$ cat config.mk
export PLATFORM = sky130hd
export DESIGN_NAME = hazard_scoreboard
export DESIGN_NICKNAME = d
export VERILOG_FILES = /design/src/rtl/hazard_pkg.sv /design/src/rtl/hazard_match.sv /design/src/rtl/hazard_scoreboard.sv
export SDC_FILE = /design/constraint.sdc
export NUM_CORES = 1
export LEC_CHECK = 0
export ABC_AREA = 1
export CORE_MARGIN = 2
export CORE_UTILIZATION = 49
export CTS_CLUSTER_SIZE = 16
export DETAILED_ROUTE_END_ITERATION = 16
export HOLD_SLACK_MARGIN = 0.02
export PLACE_DENSITY = 0.74
export SLEW_MARGIN = 20
export SYNTH_ARGS = -nofsm -noshare
export SYNTH_HDL_FRONTEND = slang
export SYNTH_SLANG_ARGS = --single-unit
$ cat constraint.sdc
create_clock -name clk -period 2.8 [get_ports clk]
set_clock_uncertainty 0.05 [all_clocks]
set_input_delay 0.56 -clock clk [delete_from_list [all_inputs] [get_ports clk]]
set_output_delay 0.56 -clock clk [all_outputs]
set_load 0.005 [all_outputs]
$ cat src/rtl/hazard_pkg.sv
// hazard_pkg
//   Shared definitions for the scoreboard-based hazard unit.
//   - TUSE_NONE    : Tuse code meaning "operand not read" (default 3-bit width)
//   - TNEW_*       : Tnew values for the common producer classes
//   - hz_entry_t   : one in-flight destination write {valid, dst, tnew}
//   - tnew_age     : saturating one-cycle decrement of a Tnew value
package hazard_pkg;

  // Entry fields are sized for the largest supported configuration.
  // Narrower register/Tnew codes are zero-extended into them, and the
  // constant upper bits disappear in synthesis.
  localparam int ENT_REG_W = 8;
  localparam int ENT_TW    = 8;

  localparam logic [2:0] TUSE_NONE = 3'b111;

  localparam logic [2:0] TNEW_ALU  = 3'd1;
  localparam logic [2:0] TNEW_LOAD = 3'd2;
  localparam logic [2:0] TNEW_PC8  = 3'd0;

  typedef struct packed {
    logic                 valid;
    logic [ENT_REG_W-1:0] dst;
    logic [ENT_TW-1:0]    tnew;
  } hz_entry_t;

  // A result that already exists stays available (0 stays 0).
  function automatic logic [ENT_TW-1:0] tnew_age(input logic [ENT_TW-1:0] t);
    return (t == '0) ? t : (t - ENT_TW'(1));
  endfunction

endpackage

$ cat src/rtl/hazard_match.sv
// hazard_match
//   Youngest-match search of one D-stage source operand against the
//   in-flight write entries.
//   Ports:
//     valid_i  : D holds a real instruction
//     src_i    : source register number
//     tuse_i   : cycles until the operand is needed, all-ones = not read
//     ent_i    : entries, index 0 = E (stage 1) .. STAGES-1 = oldest
//     stall_o  : youngest producer will not have its result in time
//     fwd_o    : stage number to forward from, 0 = register file
module hazard_match
  import hazard_pkg::*;
#(
  parameter int STAGES = 3,
  parameter int REG_W  = 5,
  parameter int TW     = 3,
  parameter int FW     = 2
) (
  input  logic             valid_i,
  input  logic [REG_W-1:0] src_i,
  input  logic [TW-1:0]    tuse_i,
  input  hz_entry_t        ent_i [STAGES],
  output logic             stall_o,
  output logic [FW-1:0]    fwd_o
);

  localparam logic [TW-1:0] TUSE_NONE_L = {TW{1'b1}};

  logic [STAGES-1:0] stage_hit;
  logic              lookup;
  logic              hit;
  logic [FW-1:0]     hit_idx;
  logic [ENT_TW-1:0] hit_tnew;

  // r0 is never a real dependency and unread operands never match.
  assign lookup = valid_i && (src_i != '0) && (tuse_i != TUSE_NONE_L);

  for (genvar gi = 0; gi < STAGES; gi++) begin : g_stage_hit
    assign stage_hit[gi] = ent_i[gi].valid && (ent_i[gi].dst == ENT_REG_W'(src_i));
  end

  // Scan oldest to youngest so the youngest match overwrites: an older
  // write to the same register is shadowed by a newer one.
  always_comb begin
    hit      = 1'b0;
    hit_idx  = '0;
    hit_tnew = '0;
    for (int k = STAGES - 1; k >= 0; k--) begin
      if (stage_hit[k]) begin
        hit      = 1'b1;
        hit_idx  = FW'(k + 1);
        hit_tnew = ent_i[k].tnew;
      end
    end
  end

  assign stall_o = lookup && hit && (hit_tnew > ENT_TW'(tuse_i));
  assign fwd_o   = (lookup && hit && (hit_tnew == '0)) ? hit_idx : '0;

endmodule

$ cat src/rtl/hazard_scoreboard.sv
// hazard_scoreboard
//   D-stage hazard unit built on a shift register of in-flight GRF writes
//   plus a HI/LO busy counter.
//   Ports:
//     clk, reset            : clock, synchronous active-high reset
//     d_valid               : D holds a real instruction
//     d_rs, d_rt            : source registers
//     d_tuse_rs, d_tuse_rt  : cycles until operand needed, all-ones = unused
//     d_wr_en, d_wr_dst     : GRF write intent and destination
//     d_tnew                : cycles after entering E until the result exists
//     d_md_start, d_md_div  : starts a mult/div; div selects the long latency
//     d_hilo_use            : instruction touches HI/LO
//     stall                 : freeze PC and F/D, bubble into E
//     fwd_rs, fwd_rt        : 0 = GRF, k = forward from stage k
//     md_busy               : HI/LO unit computing
module hazard_scoreboard
  import hazard_pkg::*;
#(
  parameter int  NREG     = 32,
  parameter int  STAGES   = 3,
  parameter int  TW       = 3,
  parameter int  MULT_LAT = 5,
  parameter int  DIV_LAT  = 10,
  localparam int REG_W    = $clog2(NREG),
  localparam int FW       = $clog2(STAGES + 1)
) (
  input  logic             clk,
  input  logic             reset,
  input  logic             d_valid,
  input  logic [REG_W-1:0] d_rs,
  input  logic [REG_W-1:0] d_rt,
  input  logic [TW-1:0]    d_tuse_rs,
  input  logic [TW-1:0]    d_tuse_rt,
  input  logic             d_wr_en,
  input  logic [REG_W-1:0] d_wr_dst,
  input  logic [TW-1:0]    d_tnew,
  input  logic             d_md_start,
  input  logic             d_md_div,
  input  logic             d_hilo_use,
  output logic             stall,
  output logic [FW-1:0]    fwd_rs,
  output logic [FW-1:0]    fwd_rt,
  output logic             md_busy
);

  localparam int MD_MAX = (DIV_LAT > MULT_LAT) ? DIV_LAT : MULT_LAT;
  localparam int CW     = $clog2(MD_MAX + 1);

  hz_entry_t       ent_q [STAGES];
  hz_entry_t       ent_d [STAGES];
  hz_entry_t       ent_new;
  logic [CW-1:0]   cnt_q;
  logic [CW-1:0]   cnt_d;

  logic            issue;
  logic            stall_hl;
  logic [1:0]      op_stall;
  logic [FW-1:0]   op_fwd  [2];
  logic [REG_W-1:0] op_src [2];
  logic [TW-1:0]   op_tuse [2];

  assign op_src[0]  = d_rs;
  assign op_src[1]  = d_rt;
  assign op_tuse[0] = d_tuse_rs;
  assign op_tuse[1] = d_tuse_rt;

  // One matcher per source operand (0 = rs, 1 = rt).
  for (genvar gi = 0; gi < 2; gi++) begin : g_op
    hazard_match #(
      .STAGES (STAGES),
      .REG_W  (REG_W),
      .TW     (TW),
      .FW     (FW)
    ) u_match (
      .valid_i (d_valid),
      .src_i   (op_src[gi]),
      .tuse_i  (op_tuse[gi]),
      .ent_i   (ent_q),
      .stall_o (op_stall[gi]),
      .fwd_o   (op_fwd[gi])
    );
  end

  assign fwd_rs   = op_fwd[0];
  assign fwd_rt   = op_fwd[1];
  assign md_busy  = (cnt_q != '0);
  assign stall_hl = d_valid && d_hilo_use && md_busy;
  assign stall    = d_valid && (op_stall[0] || op_stall[1] || stall_hl);
  assign issue    = d_valid && !stall;

  // A stalled D inserts a bubble (invalid entry) into E.
  always_comb begin
    ent_new = '0;
    if (issue && d_wr_en && (d_wr_dst != '0)) begin
      ent_new.valid = 1'b1;
      ent_new.dst   = ENT_REG_W'(d_wr_dst);
      ent_new.tnew  = ENT_TW'(d_tnew);
    end
  end

  // Older entries always age: nothing downstream of D ever stalls.
  for (genvar gi = 0; gi < STAGES; gi++) begin : g_ent
    if (gi == 0) begin : g_head
      assign ent_d[gi] = ent_new;
    end else begin : g_age
      assign ent_d[gi] = '{valid: ent_q[gi-1].valid,
                           dst:   ent_q[gi-1].dst,
                           tnew:  tnew_age(ent_q[gi-1].tnew)};
    end

    always_ff @(posedge clk) begin
      if (reset) begin
        ent_q[gi] <= '0;
      end else begin
        ent_q[gi] <= ent_d[gi];
      end
    end
  end

  // The counter loads when the starter leaves D, so it is already nonzero
  // while the starter sits in E and a following HI/LO user stalls at once.
  always_comb begin
    cnt_d = cnt_q;
    if (issue && d_md_start) begin
      cnt_d = d_md_div ? CW'(DIV_LAT) : CW'(MULT_LAT);
    end else if (cnt_q != '0) begin
      cnt_d = cnt_q - CW'(1);
    end
  end

  always_ff @(posedge clk) begin
    if (reset) begin
      cnt_q <= '0;
    end else begin
      cnt_q <= cnt_d;
    end
  end

endmodule

==> results of run 1 <==
-- cells in the final DEF (no fill, tap or decap), types with 10 or more instances in the layout --
| cell type | count |
|---|---|
| sky130_fd_sc_hd__dfxtp_1 | 28 |
| sky130_fd_sc_hd__inv_1 | 55 |
| sky130_fd_sc_hd__a21oi_1 | 17 |
| sky130_fd_sc_hd__clkdlybuf4s50_1 | 22 |
| sky130_fd_sc_hd__nand3_1 | 10 |
| sky130_fd_sc_hd__nor2_1 | 48 |
| sky130_fd_sc_hd__nand2_2 | 22 |
| sky130_fd_sc_hd__nand2_1 | 84 |
| sky130_fd_sc_hd__buf_6 | 15 |
| sky130_fd_sc_hd__buf_4 | 85 |
| sky130_fd_sc_hd__inv_2 | 14 |
| sky130_fd_sc_hd__nor2_2 | 11 |
-- per-layer routing --
layer / vias to the layer above / track usage (%)
li1: 1511 / -
met1: 1444 / 41.2
met2: 200 / 53.6
met3: 33 / 6.50
met4: 0 / 11.9
met5: - / 0
-- where the power goes --
group	switching, mW	total, mW	leakage (nW)	internal (mW)
sequential	0.0456	0.637	0.315	0.591
clock	0.218	0.599	0.0714	0.380
combinational	0.307	0.575	1.65	0.268
total	0.571	1.81	2.04	1.24
-- stage by stage --
stage	cells	hold WS, ns	util [%]
6_report	598	0.426	85.3
5_1_grt	598	0.446	85.3
4_1_cts	598	0.426	82.3
3_5_place_dp	538	0.417	67.8
3_3_place_gp	538	0.395	67.8
2_1_floorplan	393	0.359	-
-- worst max-delay path, stage by stage (launching register included) --
cell	delay, ns
sky130_fd_sc_hd__dfxtp_2	0.37
sky130_fd_sc_hd__inv_2	0.05
sky130_fd_sc_hd__nand2_1	0.05
sky130_fd_sc_hd__nand2_1	0.06
sky130_fd_sc_hd__nor2_1	0.10
sky130_fd_sc_hd__buf_4	0.14
sky130_fd_sc_hd__nand3_2	0.08
sky130_fd_sc_hd__inv_2	0.12
sky130_fd_sc_hd__a21oi_1	0.11
sky130_fd_sc_hd__a22oi_2	0.20
sky130_fd_sc_hd__ha_1	0.29
sky130_fd_sc_hd__buf_4	0.14
sky130_fd_sc_hd__buf_4	0.12
sky130_fd_sc_hd__a31oi_1	0.26
sky130_fd_sc_hd__nor2_1	0.10
sky130_fd_sc_hd__a21oi_1	0.17
sky130_fd_sc_hd__nor2_2	0.06
sky130_fd_sc_hd__inv_1	0.05
sky130_fd_sc_hd__buf_2	0.11
-- kinds of logic (layout without fill, tap and decap cells) --
| group | Yosys count | in the layout |
|---|---|---|
| compound gates | 53 | 53 |
| fa+ha+maj | 12 | 12 |
| buf+inv | 78 | 215 |
| flops | 38 | 38 |
| simple gates | 209 | 210 |
| xor+xnor | 3 | 3 |
-- layout make-up --
class / count / area [um^2]
Tap cell: 67 / 83.8
Timing Repair Buffer: 132 / 1120
Clock inverter: 2 / 60.1
Inverter: 75 / 303
Sequential cell: 38 / 778
Multi-Input combinational cell: 278 / 1630
Clock buffer: 6 / 82.6
Fill cell: 281 / 697
-- registers in the layout, indices dropped and copies added, names as in the netlist --
name,flops
cnt_q,4
ent_d,12
ent_q,22
-- timing repair --
item	4_1_cts	5_1_grt
setup buffers	57	5
resized for setup	138	49
gates cloned	1	0
setup endpoints to repair	18	19
endpoints found under the hold margin	0	0
pin swaps	51	33
-- worst max-delay path by stage --
stage | end
floorplan | stall
global placement | stall
detailed placement | stall
CTS | stall
global route | stall
finish | stall
==> run_results.csv, run 1 <==
group,metric,value,unit
drt,routed_wire_length_per_instance,15.0,um
yosys,synth_compound_gate_area_share,12.0,%
finish,final_nets,573,
yosys,synth_ff_type,"sky130_fd_sc_hd__dfxtp_1",
floorplan,chipHeight,74.3,um
critical_path,r2r-end,"ent_q[12]$_SDFF_PP0_",
finish,share_of_cells_above_drive_strength_1,41.2,%
yosys,syn_avg_cell_area,6.17,um^2
critical_path,category_of_the_worst_setup_path_capture_point,"primary output",
critical_path,timing.critical_path.required,2.19,ns
drt,drt_wl_total,8.99,mm
sta,clock.fmax,286,MHz
sta,final-max-slew-violation-count,0,
run,maxCapViolCount,0,
sta,max-slew-margin-rel,68.7,%
critical_path,reg2reg_setup_slack,-0.55,ns
clocking,cts.hold.buffers_added,0,
clocking,insertion_delay,0.30,ns
sta,worst_slew_pin_slew,0.469,ns
min_path,hp-start,"ent_q[17]$_SDFF_PP0_",
finish,synthToLayoutAreaGrowth,67.4,%
min_path,hold_path.class,"flip-flop to flip-flop",
drt,detail_route.first_pass.iterations,11,
floorplan,floorplan.core_area,0.00475,mm^2
clocking,clkSlewWorstSetupHoldPaths,0.09,ns
global_route,overflow,0,
yosys,synth_adder_area_share,6.20,%
critical_path,critical_path_arrival,2.89,ns
yosys,multiplexer_share_of_the_synthesized_area,0,%
placed_design,place.port_buffers,36,
sta,setup_total_negative_slack,-5.88,ns
yosys,synthMostInstantiatedCell,"sky130_fd_sc_hd__nand2_1",
critical_path,timing.reg2reg.worst_path_depth,25,
floorplan,num_rows,25,
yosys,count_of_different_cell_masters_after_synthesis,32,
floorplan,boundaryPins,37,
placed_design,pre_cts_ws,-1.35,ns
min_path,hold_end,"ent_q[0]$_SDFF_PP0_",
sta,final_min_period_over_clock_period,125,%
drt,final_antenna_net_count,0,
critical_path,timing.critical_path.from_type,"flip-flop",
finish,antenna-diode-count,0,
global_route,grt_antenna_before_repair,0,
yosys,yosys.area.top_type_share,31.4,%
critical_path,r2r_start,"ent_d[12]$_SDFF_PP0_",
critical_path,crit_type,"flip-flop to primary output",
placed_design,gp_routability_congestion,1.05,
global_route,grt_max_degree,17,
outcome,failed_checks,"negative setup slack",
clocking,clock_tree_from_tritoncts,"done",
yosys,post-synth-top-area-cell,"sky130_fd_sc_hd__dfxtp_1",
yosys,post_synth_inst_count,393,
outcome,outcome,"finished with violations",
sta,hold_violations,0,
drt,highest_layer,"met4",
yosys,yosys-top-cells-area,"sky130_fd_sc_hd__dfxtp_1, sky130_fd_sc_hd__nand2_1, sky130_fd_sc_hd__inv_1, sky130_fd_sc_hd__nor2_1, sky130_fd_sc_hd__ha_1",
sta,worst_slack,-0.701,ns
global_route,grt_first_pass_wirelength,13.6,mm
yosys,synth_simple_gate_area_share,37.0,%
sta,minimum_clock_period_after_layout,3.50,ns
clocking,cts_buffer_depth,2,
drt,detailroute.wirelength.met3,837,um
clocking,cts-htree-levels,2,
yosys,synth_top_family_by_area,"simple AND/OR/NAND/NOR gates",
yosys,post_synth_most_frequent_cells,"sky130_fd_sc_hd__nand2_1, sky130_fd_sc_hd__inv_1, sky130_fd_sc_hd__nor2_1",
pwr,power.ir.vdd_worst,0.331,mV
drt,detail_route.iter0.violations,259,
placed_design,placed_area,0.00322,mm^2
clocking,clkSinkCount,38,
clocking,clk_root_buffer_cell,"sky130_fd_sc_hd__clkbuf_8",
finish,final_area,0.00406,mm^2
yosys,synth-seq-area-share,31.4,%
yosys,synth-edff-count,0,
drt,via_per_inst,5.33,
sta,rsz0062_at_grt,"yes",
sta,final-setup-viol-count,19,
pwr,power.density_cell_area,446,mW/mm^2
floorplan,die_w,74.3,um
clocking,numCtsBuffers,5,
drt,num_vias,3188,
yosys,postSynthNetCount,436,
global_route,grt_pass1_vias,2957,
yosys,ys_seq_elements,38,
critical_path,path_max_fanout,4,
global_route,grt_usage,32.1,%
yosys,asyncSetResetFlopFracSynth,0,%
placed_design,dp_hpwl,5.42,mm
yosys,synth.cell_area,0.00242,mm^2
floorplan,floorplan.die_area,0.00552,mm^2
yosys,synth_xor_area_share,1.08,%
pwr,static-leakage-power,2.04,nW
critical_path,startpoint,"ent_d[12]$_SDFF_PP0_",
floorplan,initial_core_util,51.0,%
yosys,synthesis.yosys.warnings,0,
drt,met1Wirelength,3.69,mm
drt,routed_length_on_met2,4.23,mm
pwr,design_power_total,1.81,mW
min_path,worstHoldPathCells,1,
drt,remaining_drc_errors,0,
No activity file was read; power rests on OpenSTA's default activity.
==> run 2, diff against run 1 <==
--- a/config.mk
+++ b/config.mk
@@ -6,6 +6,7 @@
 export NUM_CORES = 1
 export LEC_CHECK = 0
 export ABC_AREA = 1
+export CAP_MARGIN = 15
 export CORE_MARGIN = 2
 export CORE_UTILIZATION = 49
 export CTS_CLUSTER_SIZE = 16
@@ -16,3 +17,4 @@
 export SYNTH_ARGS = -nofsm -noshare
 export SYNTH_HDL_FRONTEND = slang
 export SYNTH_SLANG_ARGS = --single-unit
+export TNS_END_PERCENT = 100
==> results of run 2 <==
Final layout, timing and power as in run 1 (identical DEF).
